==> src/rtl/uart_tx_cfg.sv <==
// uart_tx_cfg -- parametrised UART transmitter.
//
// Sends one character per accepted request: a start bit, DBITS data bits
// LSB first, an optional parity bit, then STOP_BITS stop bits. Each bit
// period is OVS strobes of I_BAUD_TICK, so the bit rate follows the
// external baud generator.
//
// Build option: define UART_TX_PARITY_EN to compile in the I_PAR_EN /
// I_PAR_ODD ports and the parity bit. Without it, frames have no parity.
//
// Parameters:
//   DBITS      data bits per frame (5..9)
//   OVS        baud ticks per bit period (4..32)
//   STOP_BITS  stop bits per frame (1 or 2)
// Ports:
//   I_CLK        clock, rising edge
//   I_RSTF       synchronous active-low reset
//   I_BAUD_TICK  one-cycle oversampling strobe
//   I_TX_START   send request, taken only while O_TX_READY=1
//   I_DATA       character, sampled on the accept edge
//   I_PAR_EN     parity enable, sampled on the accept edge (parity build)
//   I_PAR_ODD    1=odd, 0=even parity, sampled on accept (parity build)
//   O_TX_READY   idle, request can be accepted
//   O_TX_DONE    one-cycle pulse after the last stop bit
//   O_TX         registered serial line, idle high
module uart_tx_cfg #(
    parameter int DBITS     = 8,
    parameter int OVS       = 16,
    parameter int STOP_BITS = 1
) (
    input  logic             I_CLK,
    input  logic             I_RSTF,
    input  logic             I_BAUD_TICK,
    input  logic             I_TX_START,
    input  logic [DBITS-1:0] I_DATA,
`ifdef UART_TX_PARITY_EN
    input  logic             I_PAR_EN,
    input  logic             I_PAR_ODD,
`endif
    output logic             O_TX_READY,
    output logic             O_TX_DONE,
    output logic             O_TX
);

    localparam int TW = $clog2(OVS);
    localparam int BW = $clog2(DBITS);
    localparam logic [TW-1:0] LAST_TICK = TW'(OVS - 1);
    localparam logic [BW-1:0] LAST_BIT  = BW'(DBITS - 1);
    // The bit counter is reused to count stop bits.
    localparam logic [BW-1:0] LAST_STOP = BW'(STOP_BITS - 1);

    typedef enum logic [2:0] {
        IDLE,
        START,
        DATA,
`ifdef UART_TX_PARITY_EN
        PARITY,
`endif
        STOP
    } state_t;

    state_t           state;
    logic [TW-1:0]    tick_cnt;
    logic [BW-1:0]    bit_cnt;
    logic [DBITS-1:0] shreg;
    logic             bit_end;
`ifdef UART_TX_PARITY_EN
    logic             par_en_q;
    logic             par_q;
`endif

    assign bit_end = I_BAUD_TICK && (tick_cnt == LAST_TICK);

    // O_TX is always loaded with the level of the state being entered, so
    // the line changes on the same edge as the state.
    always_ff @(posedge I_CLK) begin
        if (!I_RSTF) begin
            state      <= IDLE;
            tick_cnt   <= '0;
            bit_cnt    <= '0;
            shreg      <= '0;
            O_TX       <= 1'b1;
            O_TX_READY <= 1'b1;
            O_TX_DONE  <= 1'b0;
`ifdef UART_TX_PARITY_EN
            par_en_q   <= 1'b0;
            par_q      <= 1'b0;
`endif
        end else begin
            O_TX_DONE <= 1'b0;

            // Ticks only count once a frame is running; a tick on the
            // accept edge itself is dropped.
            if (state != IDLE && I_BAUD_TICK)
                tick_cnt <= bit_end ? '0 : tick_cnt + TW'(1);

            case (state)
                IDLE: begin
                    if (I_TX_START) begin
                        shreg      <= I_DATA;
                        tick_cnt   <= '0;
                        bit_cnt    <= '0;
`ifdef UART_TX_PARITY_EN
                        par_en_q   <= I_PAR_EN;
                        par_q      <= (^I_DATA) ^ I_PAR_ODD;
`endif
                        state      <= START;
                        O_TX       <= 1'b0;
                        O_TX_READY <= 1'b0;
                    end
                end

                START: begin
                    if (bit_end) begin
                        state <= DATA;
                        O_TX  <= shreg[0];
                    end
                end

                DATA: begin
                    if (bit_end) begin
                        shreg <= shreg >> 1;
                        if (bit_cnt == LAST_BIT) begin
                            bit_cnt <= '0;
`ifdef UART_TX_PARITY_EN
                            if (par_en_q) begin
                                state <= PARITY;
                                O_TX  <= par_q;
                            end else
`endif
                            begin
                                state <= STOP;
                                O_TX  <= 1'b1;
                            end
                        end else begin
                            bit_cnt <= bit_cnt + BW'(1);
                            O_TX    <= shreg[1];
                        end
                    end
                end

`ifdef UART_TX_PARITY_EN
                PARITY: begin
                    if (bit_end) begin
                        state <= STOP;
                        O_TX  <= 1'b1;
                    end
                end
`endif

                STOP: begin
                    if (bit_end) begin
                        if (bit_cnt == LAST_STOP) begin
                            bit_cnt    <= '0;
                            state      <= IDLE;
                            O_TX_READY <= 1'b1;
                            O_TX_DONE  <= 1'b1;
                        end else begin
                            bit_cnt <= bit_cnt + BW'(1);
                        end
                    end
                end

                default: begin
                    state      <= IDLE;
                    O_TX       <= 1'b1;
                    O_TX_READY <= 1'b1;
                end
            endcase
        end
    end

endmodule

==> config.mk <==
export PLATFORM = sky130hd
export DESIGN_NAME = uart_tx_cfg
export DESIGN_NICKNAME = d
export VERILOG_FILES = /design/src/rtl/uart_tx_cfg.sv
export SDC_FILE = /design/constraint.sdc
export NUM_CORES = 1
export LEC_CHECK = 0
export BUFFER_PORTS_ARGS = -buffer_cell sky130_fd_sc_hd__buf_2
export CORE_MARGIN = 2
export CORE_UTILIZATION = 25
export CTS_CLUSTER_SIZE = 16
export DETAILED_ROUTE_END_ITERATION = 10
export GPL_ROUTABILITY_DRIVEN = 0
export PLACE_DENSITY = 0.51
export SYNTH_ARGS = -nofsm -noshare
export SYNTH_HDL_FRONTEND = slang
export SYNTH_SLANG_ARGS = --single-unit
==> constraint.sdc <==
create_clock -name I_CLK -period 4.9 [get_ports I_CLK]
set_input_delay 0 -clock I_CLK [delete_from_list [all_inputs] [get_ports I_CLK]]
set_output_delay 0 -clock I_CLK [all_outputs]
set_load 0.1 [all_outputs]
# Word-level counts from Yosys, hierarchy flattened
# Index checks and enable logic that the tools add are counted.
[totals] reg_bits=21 latch_bits=0 ramBits=0 romBits=0 output_inout_bits=3 word_cells=65 mem_count=0
[classes] add_sub_neg=2 n_mul=0 div=0 magnitude_cmp=0 n_eq_ne=11 shifts=0 muxes=29 n_bitwise=2 reduce_logical=14
[op_table] op="2-to-1 mux 3 bit" count=11
[op_table] op="2-to-1 mux 4 bit" count=4
[op_table] op="2-to-1 mux 8 bit" count=2
[op_table] op="case mux 8 bit (2 select lines)" count=1
[op_table] op="inequality test 2 bit, second input constant" count=6
[op_table] op="case mux 3 bit (4 select lines)" count=1
[op_table] op="AND reduction 4 bit" count=3
[op_table] op="case mux 3 bit (3 select lines)" count=1
[op_table] op="2-to-1 mux 1 bit" count=7
[op_table] op="equality test 3 x 2 -> 1 bit, second input constant" count=2
[op_table] op="logical NOT 3 bit" count=2
[op_table] op="AND reduction 3 bit" count=2
[op_table] op="AND reduction 6 bit" count=1
[op_table] op="nonzero test 3 bit" count=2
[op_table] op="adder 4 x 1 -> 4 bit, second input constant" count=1
[op_table] op="equality test 4 bit, second input constant" count=1
[op_table] op="case mux 1 bit (4 select lines)" count=1
[op_table] op="adder 3 x 1 -> 3 bit, second input constant" count=1
[op_table] op="equality test 3 x 1 -> 1 bit, second input constant" count=1
[op_table] op="equality test 3 bit, second input constant" count=1
[op_table] op="case mux 1 bit (3 select lines)" count=1
[op_table] op="logical AND 1 bit" count=2
[op_table] op="inverter 1 bit" count=2
[op_table] op="nonzero test 2 bit" count=1
[op_table] op="OR reduction 2 bit" count=1

# Depth between registers and ports, before layout
[logic_depth] ltp_word=6 ltp_mapped=8

# Least setup slack after synthesis
# Ideal clock, no wire load.
[synth_path] path_kind="reg2reg" start="register state[0]" end="register state[0]" arrival_ns=1.652 setup_slack_ns=3.130 path_stages_with_launch=7 path_cell_list="dfxtp_1 -> inv_1 -> ha_1 -> or2_1 -> o21a_1 -> or4_4 -> mux2i_1"
[synth_between] elab_chain_cells=3
[synth_rtl] element="from (decl)" line_no="62" source="state_t state;"
[synth_rtl] element="from (signal assigned)" line_no="78" source="state <= IDLE;"
[synth_rtl] element="from (signal assigned)" line_no="107" source="state <= START;"
[synth_rtl] element="from (signal assigned)" line_no="115" source="state <= DATA;"
[synth_rtl] element="equality test 3 x 2 -> 1 bit, or another cell as far along" line_no="97" source="case (state)"
[synth_rtl] element="inequality test 2 bit (no line)"
[synth_rtl] element="AND reduction 6 bit (no line)"
# Parallel ways exist; a longest one is shown, timed or not.
# A chain may end at the register's enable or synchronous reset.

# Final worst setup path
[layout_path] start="register state[0]" end="register shreg[6]"
[layout_between] elab_chain_cells=3
[layout_rtl] element="equality test 3 x 2 -> 1 bit / logical NOT 3 bit (equally long branches)" line_no="97"
[layout_rtl] element="inequality test 2 bit (no line) / nonzero test 2 bit (equally long branches)"
[layout_rtl] element="AND reduction 3 bit (no line)"
[layout_rtl] element="to (signal assigned)" line_no="122" source="shreg <= shreg >> 1;"
[layout_rtl] element="to (decl)" line_no="65" source="logic [DBITS-1:0] shreg;"
# Parallel ways exist; a longest one is shown, timed or not.

==> results.py <==
metrics = {
    "status": {
        "outcome": "complete, no violations",
    },
    "grt": {
        "use_met2_pct": 14.5,
        "grt_pass1_vias": 832,
        "busiest_layer": "met2",
        "use_met3_pct": 3.94,
        "antenna_found_initial": 0,
        "grt_use_met1_pct": 12.0,
        "overflow": 0,
        "grt_first_pass_wirelength_um": 3750,
        "grt_max_degree": 27,
        "track_usage_pct": 9.28,
    },
    "synthesis": {
        "synth_adder_area_share_pct": 9.93,
        "netlist_area_um2": 1130,
        "muxShareOfSynthArea_pct": 10.7,
        "synth_compound_area_share_pct": 18.0,
        "yosys_warnings": 0,
        "syn_nets": 142,
        "synth_simple_gate_area_share_pct": 20.1,
        "synth_top_family_by_area": "simple AND/OR/NAND/NOR gates",
        "synth_edf_count": 0,
        "synth-xor-area-share_pct": 1.55,
        "syn_avg_cell_area_um2": 9.37,
        "ys_seq_area_share_pct": 35.3,
        "yosys_register_bits": 20,
        "synthCells": 121,
        "synth.distinct_cells": 39,
        "ys.flop_type": "dfxtp_1",
        "async_flop_share_pct": 0,
    },
    "sta": {
        "whs_ns": 0.0238,
        "drv_slew": 0,
        "worstMarginPinSlew_ns": 0.661,
        "rsz0062_at_grt": "false",
        "post-route-period-util_pct": 43.7,
        "hold_viol_final": 0,
        "skew_ns": 0.00286,
        "period_needed_ns": 2.14,
        "max_freq_ghz": 0.467,
        "setup_tns_ns": 0,
        "maxSlewHeadroom_pct": 56.0,
        "setup_viol": 0,
    },
    "setup_path": {
        "cpPeakStageDelay_ns": 0.58,
        "slowest_stage": "ha_1",
        "required_ns": 5.05,
        "crit_arrival_ns": 2.30,
        "crit_type": "flop to flop",
        "worst-r2r-setup-slack_ns": 2.76,
        "path_buf_inv": 1,
        "rr_startpoint": "state[0]",
        "endpoint_kind": "flop",
        "cp-start-kind": "flop",
        "r2r_end": "shreg[6]",
        "path_max_fanout": 16,
        "path_cells": "inv_1, ha_1, nor2_1, a211oi_4, nand2_1, o211a_1",
        "cp_top_family": "compound AO/OA/AOI/OAI gates",
        "r2r_cells": 6,
    },
    "cts": {
        "ctsHtreeMaxLevel": 1,
        "cts_sinks": 20,
        "cts_max_path_buffers": 2,
        "path_clk_slew_ns": 0.07,
        "hold_buffers": 0,
        "clk_latency_ns": 0.26,
        "post_cts_resize_count": 0,
        "cts_tree": "done",
        "root_buffer": "clkbuf_8",
        "cts_made_buffers": 3,
        "cts_setup_buffers": 0,
    },
    "routing": {
        "drt-total-wl_um": 2140,
        "ant_nets": 0,
        "vias": 857,
        "drt-pass1-iter-count": 4,
        "wire_per_inst_um": 11.6,
        "drc": 0,
        "first_iter_violations": 18,
        "via_per_inst": 4.63,
    },
    "floorplan": {
        "ios": 15,
        "dieArea_um2": 5090,
        "die_y_um": 71.3,
        "rows": 24,
        "chipWidth_um": 71.3,
        "initial_utilization_pct": 26.0,
        "core-area_um2": 4350,
    },
    "place": {
        "portBuffers": 14,
        "dp_hpwl_um": 1580,
        "dpl_cell_area_um2": 1240,
    },
    "min_path": {
        "hold_path_depth": 3,
        "holdPathEnd": "shreg[7]",
        "min_from": "I_DATA[7]",
        "hold_path_class": "input port to flop",
    },
    "final_layout": {
        "fin_nets": 155,
        "area_growth_pct": 14.0,
        "drive_gt1_share_pct": 18.0,
        "diodes": 0,
        "fin_area_um2": 1290,
    },
    "power_and_ir_drop": {
        "powerDensity_nw_per_um2": 564,
        "p_leak_nw": 0.588,
        "vdd_drop_max_mv": 0.200,
    },
    "run": {
        "drv_cap": 0,
    },
}
## final cells by class
cell class	instances	area (um2)
Clock buffer	4	55.1
Fill cell	471	3060
Inverter	5	18.8
Multi-Input combinational cell	90	683
Sequential cell	20	400
Tap cell	52	65.1
Timing Repair Buffer	14	70.1
## registers in the layout (all words and copies together), names as in the netlist
signal / cells
tick_cnt: 4
state: 2
bit_cnt: 3
O_TX_READY: 1
shreg: 8
O_TX_DONE: 1
O_TX: 1
## cells in the final DEF, fill, tap and decap left out, drive strengths merged, types with 2 or more instances in the layout
master	netlist	final
mux2i	11	11
o211ai	2	2
buf	3	14
o211a	7	7
ha	9	9
nand4	2	2
dfxtp	20	20
nand3	3	3
and2	3	3
a211oi	2	2
nand2	20	20
o21ai	6	6
clkbuf	3	4
or2	2	2
nor2	2	2
nand2b	2	2
nor2b	3	3
inv	5	5
o31ai	2	2
## logic make-up after synthesis
family | after synthesis
AO/OA/AOI/OAI | 25
adder cells (fa/ha/maj) | 9
buffers and inverters | 11
AND/OR/NAND/NOR | 42
flip-flops | 20
XOR/XNOR | 2
multiplexers | 12
## metrics by stage
stage                     worst slack [ns]  total power [mW]  std cells  util (%)
after floorplan                       3.13             0.561        121         -
after global placement                2.83             0.601        181      28.4
after detailed placement              2.75             0.612        181      28.4
after CTS                             2.73             0.741        185      29.7
after global routing                  2.50             0.794        185      29.7
final                                 2.76             0.729        185      29.7
## layer usage
metal / vias up / wire [um]
met1: 384 / 1080
met5: - / 0
li1: 450 / -
met4: 0 / 14
met3: 2 / 138
met2: 21 / 905
## worst register-to-register path, delay by kind of cell (launching register included)
| family | cells | cell delay, ns |
|---|---|---|
| flops | 1 | 0.36 |
| simple gates | 2 | 0.31 |
| compound gates | 2 | 0.69 |
| buf+inv | 1 | 0.10 |
| fa+ha+maj | 1 | 0.58 |
## report_power, final
group,switching (mW),internal (mW),leakage [nW]
clock,0.0535,0.0715,0.0288
combinational,0.220,0.146,0.396
sequential,0.0302,0.208,0.164
## cell usage after synthesis (2+ instances only)
library cell,n,share of area (%)
dfxtp_1,20,35
nand2_1,20,6.6
mux2i_1,11,9.7
ha_1,9,9.9
o211a_1,7,6.2
inv_1,5,1.7
o21ai_0,5,2.2
and2_1,3,1.7
clkbuf_1,3,0.99
nand3_1,3,1.3
nor2b_1,3,1.7
nand2b_1,2,1.1
nor2_1,2,0.66
o211ai_1,2,1.3
o31ai_1,2,1.3
## how the worst max path moves through the flow
stage,startpoint,end,slack [ns],cells past startpoint
final,state[0],shreg[6],2.76,6
after global routing,state[0],shreg[3],2.50,6
after floorplan,state[0],state[0],3.13,6
after CTS,state[0],shreg[6],2.73,6
after detailed placement,state[0],shreg[6],2.75,6
after global placement,state[0],state[0],2.83,6
No activity file was read; power rests on OpenSTA's default activity.
